`src/rtl/feature_writeback_ctrl.sv`:
```
// GAT write-back: buffers feature vectors in a FIFO and serialises them into LANES-wide BRAM words, with a per-layer arithmetic shift.
// First BRAM write lands 2 cycles after acceptance; ready drops when the FIFO is full or the layer quota is met. Define FEAT_RELU_EN to clamp negatives to 0 before the shift.
`timescale 1ns/1ps

module feature_writeback_fifo #(
  parameter int W     = 32,
  parameter int DEPTH = 4
) (
  input  logic         clk,
  input  logic         rst_n,
  input  logic         clr,
  input  logic         push,
  input  logic [W-1:0] push_dat,
  input  logic         pop,
  output logic [W-1:0] pop_dat,
  output logic         full,
  output logic         empty
);
  localparam int AW = $clog2(DEPTH);
  localparam int CW = AW + 1;

  logic [W-1:0]  mem [DEPTH];
  logic [AW-1:0] wr_ptr;
  logic [AW-1:0] rd_ptr;
  logic [CW-1:0] cnt;

  assign pop_dat = mem[rd_ptr];
  assign full    = (cnt == CW'(DEPTH));
  assign empty   = (cnt == '0);

  always_ff @(posedge clk or negedge rst_n) begin
    if (!rst_n) begin
      wr_ptr <= '0;
      rd_ptr <= '0;
      cnt    <= '0;
    end else if (clr) begin
      wr_ptr <= '0;
      rd_ptr <= '0;
      cnt    <= '0;
    end else begin
      if (push) wr_ptr <= wr_ptr + AW'(1);
      if (pop)  rd_ptr <= rd_ptr + AW'(1);
      cnt <= cnt + CW'(push) - CW'(pop);
    end
  end

  always_ff @(posedge clk) begin
    if (push && !clr) mem[wr_ptr] <= push_dat;
  end
endmodule

module feature_writeback_ctrl #(
  parameter int FEAT_W          = 32,
  parameter int NUM_FEAT_MAX    = 16,
  parameter int LANES           = 2,
  parameter int FIFO_DEPTH      = 4,
  parameter int MAX_NODES_TOTAL = 2708,
  parameter int ADDR_W          = $clog2(MAX_NODES_TOTAL*NUM_FEAT_MAX/LANES),
  parameter int NF_W            = $clog2(NUM_FEAT_MAX+1),
  parameter int NN_W            = $clog2(MAX_NODES_TOTAL+1)
) (
  input  logic                           clk,
  input  logic                           rst_n,
  input  logic                           start,
  input  logic [NF_W-1:0]                num_feat,
  input  logic [NN_W-1:0]                num_nodes,
  input  logic [4:0]                     shift_amt,
  input  logic [NUM_FEAT_MAX*FEAT_W-1:0] new_feat,
  input  logic                           new_feat_vld,
  output logic                           new_feat_rdy,
  output logic [ADDR_W-1:0]              feat_bram_addra,
  output logic [LANES*FEAT_W-1:0]        feat_bram_din,
  output logic                           feat_bram_ena,
  output logic                           busy,
  output logic                           gat_ready
);
  localparam logic [1:0] IDLE = 2'd0;
  localparam logic [1:0] RUN  = 2'd1;
  localparam logic [1:0] DONE = 2'd2;
  localparam int BW = NF_W + 1;
  localparam int LW = $clog2(LANES);
  localparam int VW = NUM_FEAT_MAX*FEAT_W;

  logic [1:0]           state;
  logic [NF_W-1:0]      num_feat_q;
  logic [NN_W-1:0]      num_nodes_q;
  logic [4:0]           shift_q;
  logic [BW-1:0]        beats_q;
  logic [BW-1:0]        beats_next;
  logic [BW-1:0]        beat_idx;
  logic [NN_W-1:0]      accept_cnt;
  logic [NN_W-1:0]      node_cnt;
  logic [ADDR_W-1:0]    addr_cnt;
  logic                 active;
  logic [VW-1:0]        cur_vec;
  logic [VW-1:0]        fifo_dout;
  logic                 fifo_full;
  logic                 fifo_empty;
  logic                 run;
  logic                 push;
  logic                 pop;
  logic                 last_beat;
  logic                 layer_end;
  logic [LANES*FEAT_W-1:0] lane_dat;

  function automatic logic [FEAT_W-1:0] xform(input logic [FEAT_W-1:0] e, input logic [4:0] sh);
    logic signed [FEAT_W-1:0] s;
    s = $signed(e);
`ifdef FEAT_RELU_EN
    if (s[FEAT_W-1]) s = '0;
`endif
    return s >>> sh;
  endfunction

  function automatic logic [FEAT_W-1:0] lane_elem(input logic [VW-1:0] vec, input int idx);
    lane_elem = '0;
    for (int k = 0; k < NUM_FEAT_MAX; k++) begin
      if (k == idx) lane_elem = vec[k*FEAT_W +: FEAT_W];
    end
  endfunction

  assign run          = (state == RUN);
  assign busy         = run;
  assign new_feat_rdy = run && !fifo_full && (accept_cnt < num_nodes_q);
  assign push         = new_feat_vld && new_feat_rdy;
  assign beats_next   = BW'((32'(num_feat) + LANES - 1) >> LW);
  assign last_beat    = active && (beat_idx == beats_q - BW'(1));
  // Refill on the last beat so consecutive vectors stream without a bubble.
  assign pop          = run && !fifo_empty && (!active || last_beat);
  assign layer_end    = run && last_beat && (node_cnt == num_nodes_q - NN_W'(1));

  feature_writeback_fifo #(.W(VW), .DEPTH(FIFO_DEPTH)) u_fifo (
    .clk      (clk),
    .rst_n    (rst_n),
    .clr      (start),
    .push     (push),
    .push_dat (new_feat),
    .pop      (pop),
    .pop_dat  (fifo_dout),
    .full     (fifo_full),
    .empty    (fifo_empty)
  );

  always_comb begin
    lane_dat = '0;
    for (int j = 0; j < LANES; j++) begin
      if (int'(beat_idx)*LANES + j < int'(num_feat_q))
        lane_dat[j*FEAT_W +: FEAT_W] = xform(lane_elem(cur_vec, int'(beat_idx)*LANES + j), shift_q);
    end
  end

  always_ff @(posedge clk or negedge rst_n) begin
    if (!rst_n) begin
      state           <= IDLE;
      num_feat_q      <= '0;
      num_nodes_q     <= '0;
      shift_q         <= '0;
      beats_q         <= '0;
      beat_idx        <= '0;
      accept_cnt      <= '0;
      node_cnt        <= '0;
      addr_cnt        <= '0;
      active          <= 1'b0;
      cur_vec         <= '0;
      feat_bram_ena   <= 1'b0;
      feat_bram_addra <= '0;
      feat_bram_din   <= '0;
      gat_ready       <= 1'b0;
    end else if (start) begin
      state           <= RUN;
      num_feat_q      <= num_feat;
      num_nodes_q     <= num_nodes;
      shift_q         <= shift_amt;
      beats_q         <= beats_next;
      beat_idx        <= '0;
      accept_cnt      <= '0;
      node_cnt        <= '0;
      addr_cnt        <= '0;
      active          <= 1'b0;
      feat_bram_ena   <= 1'b0;
      feat_bram_addra <= '0;
      feat_bram_din   <= '0;
      gat_ready       <= 1'b0;
    end else begin
      feat_bram_ena <= run && active;
      if (run && active) begin
        feat_bram_addra <= addr_cnt;
        feat_bram_din   <= lane_dat;
        addr_cnt        <= addr_cnt + ADDR_W'(1);
        if (last_beat) begin
          node_cnt <= node_cnt + NN_W'(1);
          beat_idx <= '0;
        end else begin
          beat_idx <= beat_idx + BW'(1);
        end
      end
      if (pop) begin
        cur_vec  <= fifo_dout;
        active   <= 1'b1;
        beat_idx <= '0;
      end else if (last_beat) begin
        active <= 1'b0;
      end
      if (push) accept_cnt <= accept_cnt + NN_W'(1);
      if (layer_end) state <= DONE;
      if (state == DONE) gat_ready <= 1'b1;
    end
  end
endmodule

```
`config.mk`:
```
export PLATFORM = sky130hd
export DESIGN_NAME = feature_writeback_ctrl
export DESIGN_NICKNAME = d
export VERILOG_FILES = /design/src/rtl/feature_writeback_ctrl.sv
export SDC_FILE = /design/constraint.sdc
export NUM_CORES = 2
export LEC_CHECK = 0
export ABC_AREA = 1
export CAP_MARGIN = 20
export CORE_ASPECT_RATIO = 0.8
export CORE_MARGIN = 3
export CORE_UTILIZATION = 50
export DETAILED_ROUTE_END_ITERATION = 12
export GPL_TIMING_DRIVEN = 0
export HOLD_SLACK_MARGIN = 0.08
export PLACE_DENSITY_LB_ADDON = 0.12
export RECOVER_POWER = 25
export SETUP_SLACK_MARGIN = 0.4
export SLEW_MARGIN = 20
export SYNTH_ARGS = -nofsm -noshare
export SYNTH_HDL_FRONTEND = slang
export SYNTH_SLANG_ARGS = --single-unit
```
`constraint.sdc`:
```
create_clock -name clk -period 34.2 [get_ports clk]
set_input_delay 6.84 -clock clk [delete_from_list [all_inputs] [get_ports clk]]
set_output_delay 6.84 -clock clk [all_outputs]
set_load 0.1 [all_outputs]
```
Yosys cells after proc, flatten, opt, wreduce, memory -nomap -nowiden
Memories as Yosys holds them, arrays and structs flattened. A register that Yosys moved wholly into a read port is not among the register bits.
Index checks and enable logic that the tools add are counted.
{"block": "totals", "mem_bits_rw": 2048, "mem_bits_ro": 0, "inputBits": 538, "out_inout_bits": 83, "latch_bits": 0, "elab_cells": 151, "n_memories": 1, "register_bits": 164}
{"block": "classes", "order_cmp": 3, "multipliers": 0, "n_addsub": 13, "n_bitwise": 1, "n_reduce_logical": 29, "n_eq_ne": 27, "mux": 58, "div_mod_pow": 0, "n_shift": 2}
{"name": "u_fifo.mem", "words": 4, "word_bits": 512, "rd": 1, "rd_ports_with_merged_regs": 1, "write_ports": 1, "line": "22", "text": "logic [W-1:0] mem [DEPTH];"}
{"cell": "$mux W32", "count": 28}
{"cell": "$mux W64", "count": 2}
{"cell": "$eq A4 B8 Y1 const A", "count": 8}
{"cell": "$logic_not A32 Y1", "count": 2}
{"cell": "$sshr A32 B5 Y32", "count": 2}
{"cell": "$mux W12", "count": 5}
{"cell": "$mux W15", "count": 4}
{"cell": "$eq A3 B8 Y1 const A", "count": 4}
{"cell": "$lt A32 B6 Y1", "count": 1}
{"cell": "$add A12 B1 Y12 const B", "count": 2}
{"cell": "$eq A4 B6 Y1 const A", "count": 4}
{"cell": "$mux W6", "count": 4}
{"cell": "$eq A2 B8 Y1 const A", "count": 2}
{"cell": "$add A15 B1 Y15 const B", "count": 1}
{"cell": "$eq A12 B12 Y1", "count": 1}
{"cell": "$eq A3 B6 Y1 const A", "count": 2}
{"cell": "$lt A12 B12 Y1", "count": 1}
{"cell": "$mux W2", "count": 6}
{"cell": "$reduce_bool A2 Y1", "count": 6}
{"cell": "$sub A12 B1 Y12 const B", "count": 1}
{"cell": "$logic_and A1 B1 Y1", "count": 10}
{"cell": "$add A7 B1 Y8 const B", "count": 1}
{"cell": "$eq A1 B8 Y1 const A", "count": 1}
{"cell": "$mux W1", "count": 8}
{"cell": "other kinds (20)", "count": 27}

Depth between registers and ports, before layout
{"block": "depth", "depth_word": 23, "ltp_mapped": 23}

Modules after synthesis
Synthesis repeated with hierarchy kept, for this count alone.
{"block": "hier_totals", "hier_cells": 10181, "hier_area_um2": 115122.9}
{"mod": "feature_writeback_fifo", "area_each_um2": 81011.4, "n_inst": 1, "cells_each": 6027}
{"mod": "feature_writeback_ctrl", "area_each_um2": 34111.5, "n_inst": 1, "cells_each": 4154}

Least setup slack after synthesis
No wires, ideal clock.
{"block": "synth_path", "kind": "input port to flip-flop", "from": "input port new_feat_vld", "to": "memory u_fifo.mem[0][0] (netlist bit) (enable)", "required_time_ps": 32799, "setup_slack_ps": 4194, "n_path_buf": 1, "t_arrival_ps": 28605, "stages": 5, "path_cell_list": "nand2_1 > clkbuf_1 > inv_1 > nand2_1 > nor2_1"}
{"block": "synth_via", "elab_chain_len": 4}
{"element": "from (decl)", "line": "69", "text": "input logic new_feat_vld,"}
{"element": "$logic_and A1 B1 Y1", "line": "125", "text": "assign push = new_feat_vld && new_feat_rdy;"}
{"element": "$logic_and A1 B1 Y1", "line": "48", "text": "if (push && !clr) mem[wr_ptr] <= push_dat;"}
{"element": "$mux W1", "line": "48"}
{"element": "$mux W1 (implied by the code)", "line": "48"}
{"element": "to (decl)", "line": "22"}
No other way between the ends.

==> flow_summary.ini <==
[power_and_ir_drop]
p_leak_nw = 49.3
ir_drop_mv = 0.0488
power_density_nw_per_um2 = 79.1
power_w = 0.0104

[floorplanning]
core_um2 = 218000
die_h_um = 425
floorplan.rows = 153
pin_count = 621
start_util_pct = 50.4
dieArea_um2 = 225000
die_w_um = 530

[clock_network]
max-clock-path-buffers = 4
cts_num_sinks = 2723
cts_tree = built
cts_max_level = 5
cts-resized-gates = 0
clock_latency_ns = 0.87
cts_setup_buffers = 0
cts_made_buffers = 273
cts-root-buf = clkbuf_16
clk_pin_slew_worst_paths_ns = 0.06
cts_hold_buffers = 0

[placed_design]
dpl_cell_area_um2 = 122000
post-dp-hpwl_um = 314000
gp_congestion = 1.05
portBuffers = 620
place_ws_ns = 22.28

[synthesis]
synthesis.nets = 10300
synthSimpleGateAreaFrac_pct = 13.6
synth-adder-area-share_pct = 0.384
yosys_warnings = 0
synthTopCellsByArea = edfxtp_1, dfrtp_1, nand2_1, o21ai_0, nor2_1
synth.avg_cell_area_um2 = 11.3
synth_top_area_share_pct = 56.1
synth-edff-count = 2048
synth_mux_area_share_pct = 0
yosys.area_share.xor_xnor_pct = 0.280
synthFlopType = edfxtp_1
synth_seq_cells = 2723
yosysSeqAreaShare_pct = 71.5
yosysTopAreaCell = edfxtp_1
synth_cells = 9724
ys_types = 44
netlist_area_um2 = 110000
synth_top_family_by_area = simple AND/OR/NAND/NOR gates
async_flop_share_pct = 24.8
synth-compound-area-share_pct = 10.8

[timing]
maxSlewViolCount = 226
fin_ws_ns = 21.33
final_hold_viol_count = 0
fin_setup_tns_ns = 0
clock-skew-final_ns = 0.0435
rsz0062_at_grt = no
worst_slew_pin_slew_ns = 5.15
finalSetupViolations = 0
fin_crit_ns = 12.87
timing.final.crit_share_pct = 37.6
relSlewSlack_pct = -243
fmax_mhz = 77.7

[detailed_routing]
drt_first_pass_iters = 6
drt-initial-drc-count = 11700
wl_per_cell_um = 29.8
ant_nets = 0
avgViaCountPerCell = 5.98
routed_wl_um = 415000
vias = 83200
route.met2.wl_um = 177000
met1_length_um = 176000
dr_wl_met3_um = 47200
drc = 0
dr.max_layer_used = met5

[critical_path]
cpPeakStageDelay_ns = 3.66
crit_fanout = 89
start_kind = input pin
r2r_cells = 24
crit_path_top_delay_cell = clkbuf_1
critical_path_buf_inv_count = 2
worstSetupEndpointType = asynchronous set/reset pin
cp.arrival_ns = 12.57
cpMostUsedCell = clkbuf_1
crit_chain = clkbuf_1 -> clkbuf_1
crit_cells = 2
cp.required_ns = 33.91
worst-setup-path-type = input pin to asynchronous set/reset pin
path_delay_family = buffers and inverters

[worst_hold_path]
whs_path_depth = 2
hold_class = flop to flop

[layout]
fill_cells = 17700
mostFrequentLayoutCells = nand2_1, edfxtp_1, o21ai_0, nor2_1, dfrtp_1
fin_area_um2 = 131000
area_growth_pct = 19.7
mostFrequentLayoutCell = nand2_1
layout-drive-gt1-share_pct = 6.05
final_core_util_pct = 60.3
fin_nets = 11300

[global_routing]
grt_pass1_vias = 77700
gr-total-overflow = 0
grt_max_degree = 97
grt_pass1_wl_um = 576000
grt_usage_pct = 36.1
antenna_found_initial = 155

[run_status]
status = finished with violations
violations = capacitance limit, slew limit

[run]
max_cap_viol_count = 3
-- cells by family after synthesis --
family          Yosys count
simple gates           3751
flops                  2723
compound gates         2220
buf+inv                 962
xor+xnor                 35
fa+ha+maj                33
-- state kept, by name, indices dropped and copies added, names as in the netlist, 3 cells and up --
register         count
shift_q              5
beats_q              5
feat_bram_addra     15
node_cnt            12
feat_bram_din       64
u_fifo.mem        2048
cur_vec            512
num_nodes_q         12
accept_cnt          12
num_feat_q           5
beat_idx             6
addr_cnt            15
u_fifo.cnt           3
-- path summary, 6_finish.rpt --
path / from / to / slack, ns
min in group asynchronous: rst_n / cur_vec[162]$_DFFE_PN0P_ / 6.84
worst max-delay path: rst_n / cur_vec[432]$_DFFE_PN0P_ / 21.33
worst min register to register: cur_vec[343]$_DFFE_PN0P_ / cur_vec[343]$_DFFE_PN0P_ / 0.48
worst max register to register: num_nodes_q[1]$_DFFE_PN0P_ / u_fifo.mem[2][389]$_DFFE_PP_ / 28.86
worst min-delay path: cur_vec[343]$_DFFE_PN0P_ / cur_vec[343]$_DFFE_PN0P_ / 0.48
max in group clk: start / u_fifo.mem[2][389]$_DFFE_PP_ / 23.21
-- per-stage QoR --
stage / hold WS, ns / cells
after floorplan: 0.433 / 9724
after global placement: 0.453 / 13200
after detailed placement: 0.462 / 13300
after CTS: 0.477 / 13800
after global routing: 0.496 / 13900
final: 0.477 / 13900
-- report_power, final --
| group | switching, W | total, W | internal [W] | leakage [nW] |
|---|---|---|---|---|
| registers | 0.000248 | 0.00416 | 0.00391 | 27.0 |
| logic | 0.00250 | 0.00327 | 0.000765 | 18.0 |
| clock network | 0.00128 | 0.00295 | 0.00167 | 4.24 |
-- per-layer routing --
| layer | track usage, % | vias to the layer above |
|---|---|---|
| met5 | 0 | - |
| met4 | 12.9 | 20 |
| met3 | 10.2 | 668 |
| met2 | 51.1 | 4466 |
| met1 | 53.5 | 41700 |
| li1 | - | 36300 |
-- synthesized netlist by cell type, types with 2 or more instances --
cell,number
xor2_1,29
nor2_2,6
nand2_1,2051
o21ai_1,30
o22ai_1,514
dfrtp_1,675
o31ai_1,7
nor3_1,21
nor4_1,3
o211ai_1,8
a21oi_1,296
xnor2_1,6
clkbuf_1,471
nor3b_1,2
buf_4,5
edfxtp_1,2048
clkinv_1,3
nor2_1,1105
or2_2,2
o21a_1,3
nor2_4,4
nand3_1,540
inv_1,324
nor4_2,2
ha_1,32
buf_2,98
buf_1,49
o21ai_0,1353
a211oi_1,3
inv_2,12
nand4_1,9
-- worst register-to-register path, delay by kind of cell (launching register included) --
kind | cells | cell delay [ns]
buffers and inverters | 12 | 2.51
AO/OA/AOI/OAI | 5 | 0.50
flip-flops | 1 | 0.39
AND/OR/NAND/NOR | 6 | 1.40
adder cells (fa/ha/maj) | 1 | 0.24
-- final cells by class --
cell class	instances	area [µm²]	share of cell area, %
Buffer	623	2500	1.91
Antenna cell	87	218	0.166
Sequential cell	2723	78400	59.7
Clock inverter	130	1080	0.822
Multi-Input combinational cell	6039	27500	21.0
Timing Repair Buffer	745	9080	6.92
Tap cell	2867	3590	2.73
Clock buffer	360	7580	5.78
Inverter	339	1270	0.970
Power figures use the tool's default switching activity.
